`config.mk`:
```
export PLATFORM = sky130hd
export DESIGN_NAME = pipeline_flush_unit_flat
export DESIGN_NICKNAME = d
export VERILOG_FILES = /design/src/rtl/pipeline_flush_unit_pkg.sv /design/src/rtl/pipeline_flush_unit_if.sv /design/src/rtl/pipeline_flush_unit_sat_counter.sv /design/src/rtl/pipeline_flush_unit.sv /design/src/flat_wrapper.sv
export SDC_FILE = /design/constraint.sdc
export NUM_CORES = 1
export LEC_CHECK = 0
export CAP_MARGIN = 20
export CORE_MARGIN = 3
export CORE_UTILIZATION = 45
export DETAILED_ROUTE_END_ITERATION = 16
export PLACE_DENSITY = 0.72
export SYNTH_ARGS = -nofsm -noshare
export SYNTH_HDL_FRONTEND = slang
export SYNTH_SLANG_ARGS = --single-unit
export TNS_END_PERCENT = 100
```
`constraint.sdc`:
```
create_clock -name i_clk -period 2.15 [get_ports i_clk]
set_input_delay 0.43 -clock i_clk [delete_from_list [all_inputs] [get_ports i_clk]]
set_output_delay 0.43 -clock i_clk [all_outputs]
set_load 0.01 [all_outputs]
```
`src/rtl/pipeline_flush_unit_pkg.sv`:
```
// Shared hazard-control definitions: default counter width and the hazard cause
// classification reused by the hazard detection logic.
package pipeline_flush_unit_pkg;

   localparam int DEFAULT_CNT_WIDTH = 32;

   typedef enum logic [1:0] {
      HAZ_NONE     = 2'd0,
      HAZ_BJ_FLUSH = 2'd1,
      HAZ_LU_STALL = 2'd2
   } hazard_cause_e;

   // A resolved branch/jump always wins, because the stalled instruction is on the wrong path anyway
   function automatic hazard_cause_e hazardCause(input logic bjSig, input logic luHazSig);
      hazard_cause_e cause;
      cause = HAZ_NONE;
      if (bjSig) begin
         cause = HAZ_BJ_FLUSH;
      end else if (luHazSig) begin
         cause = HAZ_LU_STALL;
      end
      return cause;
   endfunction

endpackage

```
`src/rtl/pipeline_flush_unit_if.sv`:
```
// Hazard inputs, pipeline register/PC controls and debug event counters of the flush unit.
import pipeline_flush_unit_pkg::*;

interface pipeline_flush_unit_if #(
   parameter int CNT_WIDTH = DEFAULT_CNT_WIDTH
);

   logic                 bj_sig;
   logic                 lu_haz_sig;
   logic                 pr_if_id_reset;
   logic                 pr_if_id_hold;
   logic                 pr_id_ex_reset;
   logic                 pc_hold;
   logic [CNT_WIDTH-1:0] flush_cnt;
   logic [CNT_WIDTH-1:0] stall_cnt;

   modport master (
      output bj_sig, lu_haz_sig,
      input  pr_if_id_reset, pr_if_id_hold, pr_id_ex_reset, pc_hold, flush_cnt, stall_cnt
   );

   modport slave (
      input  bj_sig, lu_haz_sig,
      output pr_if_id_reset, pr_if_id_hold, pr_id_ex_reset, pc_hold, flush_cnt, stall_cnt
   );

endinterface

```
`src/rtl/pipeline_flush_unit_sat_counter.sv`:
```
// Event counter with enable and asynchronous active-low clear that sticks at all-ones
// instead of wrapping, so a long debug run never reports a misleadingly small count.
module pipeline_flush_unit_sat_counter #(
   parameter int WIDTH = 32
) (
   input  logic             i_clk,
   input  logic             i_rst_n,
   input  logic             i_en,
   output logic [WIDTH-1:0] o_count
);

   logic [WIDTH-1:0] r_count;
   logic             w_atMax;

   assign w_atMax = &r_count;
   assign o_count = r_count;

   always_ff @(posedge i_clk or negedge i_rst_n) begin
      if (!i_rst_n) begin
         r_count <= '0;
      end else if (i_en && !w_atMax) begin
         r_count <= r_count + 1'b1;
      end
   end

endmodule

```
`src/rtl/pipeline_flush_unit.sv`:
```
// Turns branch/jump-taken and load-use hazard signals into flush/stall controls for the
// IF/ID, ID/EX registers and PC, and counts flush and stall cycles for debug readout.
import pipeline_flush_unit_pkg::*;

module pipeline_flush_unit #(
   parameter int CNT_WIDTH = DEFAULT_CNT_WIDTH
) (
   input  logic                 i_clk,
   input  logic                 i_rst_n,
   pipeline_flush_unit_if.slave bus
);

   hazard_cause_e w_cause;
   logic          w_flush;
   logic          w_stall;

   assign w_cause = hazardCause(bus.bj_sig, bus.lu_haz_sig);
   assign w_flush = (w_cause == HAZ_BJ_FLUSH);
   assign w_stall = (w_cause == HAZ_LU_STALL);

   // Controls are purely combinational and deliberately ignore reset
   assign bus.pr_if_id_reset = w_flush;
   assign bus.pr_if_id_hold  = w_stall;
   assign bus.pr_id_ex_reset = w_flush | w_stall;
   assign bus.pc_hold        = w_stall;

   pipeline_flush_unit_sat_counter #(.WIDTH(CNT_WIDTH)) u_flushCnt (
      .i_clk   (i_clk),
      .i_rst_n (i_rst_n),
      .i_en    (w_flush),
      .o_count (bus.flush_cnt)
   );

   pipeline_flush_unit_sat_counter #(.WIDTH(CNT_WIDTH)) u_stallCnt (
      .i_clk   (i_clk),
      .i_rst_n (i_rst_n),
      .i_en    (w_stall),
      .o_count (bus.stall_cnt)
   );

endmodule

```
`src/flat_wrapper.sv`:
```
// flat-port wrapper written by rule: the top's interface ports become plain ports
module pipeline_flush_unit_flat 
#(
   parameter int CNT_WIDTH = DEFAULT_CNT_WIDTH
)
  (i_clk, i_rst_n, bus_bj_sig, bus_lu_haz_sig, bus_pr_if_id_reset, bus_pr_if_id_hold, bus_pr_id_ex_reset, bus_pc_hold, bus_flush_cnt, bus_stall_cnt);
  pipeline_flush_unit_if #(.CNT_WIDTH(CNT_WIDTH)) bus_i ();
  input  logic i_clk;
  input  logic i_rst_n;
  input wire logic [$bits(bus_i.bj_sig)-1:0] bus_bj_sig;
  input wire logic [$bits(bus_i.lu_haz_sig)-1:0] bus_lu_haz_sig;
  output wire logic [$bits(bus_i.pr_if_id_reset)-1:0] bus_pr_if_id_reset;
  output wire logic [$bits(bus_i.pr_if_id_hold)-1:0] bus_pr_if_id_hold;
  output wire logic [$bits(bus_i.pr_id_ex_reset)-1:0] bus_pr_id_ex_reset;
  output wire logic [$bits(bus_i.pc_hold)-1:0] bus_pc_hold;
  output wire logic [$bits(bus_i.flush_cnt)-1:0] bus_flush_cnt;
  output wire logic [$bits(bus_i.stall_cnt)-1:0] bus_stall_cnt;
  assign bus_i.bj_sig = bus_bj_sig;
  assign bus_i.lu_haz_sig = bus_lu_haz_sig;
  assign bus_pr_if_id_reset = bus_i.pr_if_id_reset;
  assign bus_pr_if_id_hold = bus_i.pr_if_id_hold;
  assign bus_pr_id_ex_reset = bus_i.pr_id_ex_reset;
  assign bus_pc_hold = bus_i.pc_hold;
  assign bus_flush_cnt = bus_i.flush_cnt;
  assign bus_stall_cnt = bus_i.stall_cnt;
  pipeline_flush_unit #(.CNT_WIDTH(CNT_WIDTH)) u_core (.i_clk(i_clk), .i_rst_n(i_rst_n), .bus(bus_i));
endmodule
```
==> qor.csv <==
stage,metric,value,unit
grt,Tot GR Track Use,20.1,%
sta,Final min period,2060,ps
place,GP Congestion,0.817,
clock_tree,clock-pin slew on the worst setup and hold paths,70,ps
floorplanning,total I/O pin count,72,
floorplanning,die width,89.5,um
critical_path,CP most frequent cell,clkdlybuf4s50_1,
grt,first-pass GRT wire length,12.4,mm
clock_tree,H-tree levels,3,
sta,final period utilization,96.0,%
layout,# fillers,506,
layout,area delta synth->final,39.3,%
sta,Final Hold Vio Count,0,
floorplanning,Die Area,8010,sq um
place,Inst Count DP,480,
power,pwr dens,766,nW/um^2
detailed_routing,WL per Instance,14.9,um
critical_path,cell chain of the critical path,"clkdlybuf4s50_1, buf_4, clkdlybuf4s50_1",
outcome,status,"complete, no violations",
layout,storage element area,1600,sq um
power,leakage power,1.99,nW
sta,setup TNS,0,ps
layout,Util after Layout,66.5,%
critical_path,Critical-path top delay cell,clkdlybuf4s50_1,
yosys,YS warnings,0,
critical_path,crit path max fanout,7,
clock_tree,worst skew pair latency,340,ps
clock_tree,TritonCTS Buffers,9,
clock_tree,root buf cell,clkbuf_8,
critical_path,CP Class,in2out,
yosys,register area share after synthesis,51.1,%
job,max-cap violations,0,
layout,diode count,0,
detailed_routing,vias per cell,5.22,
clock_tree,Hold Buf Count CTS,0,
detailed_routing,First-pass DRT Iterations,5,
grt,GR Overflow Total,0,
clock_tree,Longest Clk Path Bufs,2,
critical_path,CP max stage delay,550,ps
place,PortBufs,71,
sta,Slew HR,62.2,%
sta,Max Clock Skew,7.20,ps
layout,Multi-input gate area,1490,sq um
sta,Slew @ Worst Pin,567,ps
detailed_routing,DRC,0,
layout,layout cells sized above 1,14.1,%
place,Post-DP HPWL,5.38,mm
detailed_routing,initial drt markers,97,
critical_path,Worst Path Required,1720,ps
layout,Finished Layout Cells,498,
grt,largest net degree at the start of global routing,31,
grt,initial antenna violation count,0,
clock_tree,CTS tree,built,
yosys,Cells after Synth,300,
detailed_routing,DR vias,2599,
clock_tree,clock sink total,64,
yosys,Yosys reg bits,64,
yosys,synthesized area,3140,sq um
critical_path,buffer and inverter count on the worst path,3,
grt,number of global-route vias before repair,2521,
critical_path,Critical Path Source Type,primary input,
yosys,"Net Count, Synth",306,
sta,Max Clk Rate,484,MHz
sta,Final setup viols,0,
floorplanning,Core Region,6570,sq um
yosys,Yosys cell types,34,
critical_path,WP data arrival,1630,ps
detailed_routing,number of routed nets with antenna violations,0,
power,Peak supply drop,0.000706,V
sta,fin. max-slew vios,0,
critical_path,CP top delay family,buffers and inverters,
floorplanning,die height,89.5,um
detailed_routing,DRT Wirelength,7.44,mm
floorplanning,Starting Density,47.8,%
yosys,syn avg cell area,10.5,sq um
floorplanning,# rows,29,
hold_path,Hold Crit Class,in2async,
layout,Nets,406,
critical_path,Critical Path Sink Type,primary output,
## per-stage QoR
stage | power (mW) | setup WS [ps] | area [sq um] | hold WS, ps
final | 3.35 | 85.0 | 4370 | 75.3
after global routing | 3.50 | -7.20 | 4370 | 122
after CTS | 3.37 | 83.8 | 4330 | 90.2
after detailed placement | 2.21 | -97.0 | 4120 | 456
after global placement | 2.19 | -47.1 | 4120 | 458
after floorplan | 1.80 | -60.8 | 3160 | 134
## sequential cells by signal (all words and copies together) (netlist names)
register	flops
u_core.u_stallCnt.o_count	32
u_core.u_flushCnt.o_count	32
## kinds of logic after synthesis
logic type / Yosys count / synth area share [%]
xor+xnor: 57 / 15.9
compound gates: 13 / 2.55
flops: 64 / 51.1
simple gates: 146 / 26.2
fa+ha+maj: 2 / 0.798
mux: 3 / 1.08
buf+inv: 15 / 2.43
## placed cells by master (no fill, tap or decap), types with 3 or more instances in the layout
cell and n:
a21oi_1 6, a31oi_1 4, and3_1 9, and4_1 7, buf_4 24, clkbuf_8 10
clkdlybuf4s50_1 68, clkinv_2 3, dfrtp_1 62, inv_1 7, nand2_1 21, nand3_1 24
nand4_1 17, nor2_1 20, nor3_1 18, nor4_1 9, nor4_2 3, xnor2_1 20
xor2_1 37
## Yosys cell counts
library cell | instances | area share (%)
ha_1 | 2 | 0.80
and2_1 | 2 | 0.40
nand3_2 | 1 | 0.32
a211o_1 | 2 | 0.56
mux2_2 | 2 | 0.72
nor4_2 | 1 | 0.40
nor3b_1 | 2 | 0.48
xor2_1 | 37 | 10
nand2b_1 | 3 | 0.60
buf_6 | 2 | 0.72
nor3_1 | 18 | 2.9
nor4_4 | 1 | 0.68
nand3_1 | 24 | 3.8
or3_1 | 1 | 0.20
o21a_1 | 1 | 0.24
clkbuf_1 | 4 | 0.48
or2_2 | 2 | 0.40
buf_2 | 1 | 0.16
a21oi_1 | 6 | 0.96
nor2_1 | 20 | 2.4
nor4b_1 | 2 | 0.56
and4_1 | 7 | 2.0
or4_1 | 2 | 0.48
nand4bb_1 | 2 | 0.72
nor4_1 | 11 | 2.2
inv_1 | 7 | 0.84
mux2_1 | 1 | 0.36
a31oi_1 | 4 | 0.80
buf_4 | 1 | 0.24
and3_1 | 9 | 1.8
dfrtp_1 | 64 | 51
nand2_1 | 21 | 2.5
xnor2_1 | 20 | 5.6
nand4_1 | 17 | 3.4
## worst paths after layout
kind	start	end	slack [ps]	cells past startpoint
setup / recovery	bus_bj_sig	bus_pr_if_id_reset	90	3
hold / removal	i_rst_n	u_core.u_flushCnt.o_count[26]	80	1
setup reg to reg	u_core.u_stallCnt.o_count[12]	u_core.u_stallCnt.o_count[26]	140	6
hold reg to reg	u_core.u_flushCnt.o_count[27]	u_core.u_flushCnt.o_count[27]	490	1
max in group asynchronous	i_rst_n	u_core.u_stallCnt.o_count[1]	1490	2
min in group i_clk	u_core.u_flushCnt.o_count[27]	u_core.u_flushCnt.o_count[27]	490	1
## what timing repair did
item | in CTS | in global routing
setup endpoints to repair | 2 | 23
pin swaps | 0 | 1
buffers inserted | 0 | 2
gates resized for setup | 2 | 4
cloned | 0 | 0
## final cells by class
type                            instances  share of cell area (%)
Clock buffer                           10                    3.15
Clock inverter                          6                    1.89
Inverter                                7                   0.602
Multi-Input combinational cell        221                    34.0
Sequential cell                        64                    36.7
Tap cell                               93                    2.66
Timing Repair Buffer                   97                    20.9
## power by group
part / switching, mW / internal (mW) / total, mW
clock network: 0.474 / 0.678 / 1.15
logic: 0.312 / 0.383 / 0.695
registers: 0.174 / 1.33 / 1.50
## metal layers
metal	global-route usage, %	vias up	routed length (um)
met5	0	-	0
met4	9.07	0	115
met3	3.69	10	296
met2	28.2	65	3410
met1	30.0	1250	3620
li1	-	1274	-
Note: power is estimated with default switching activity, not from simulation.
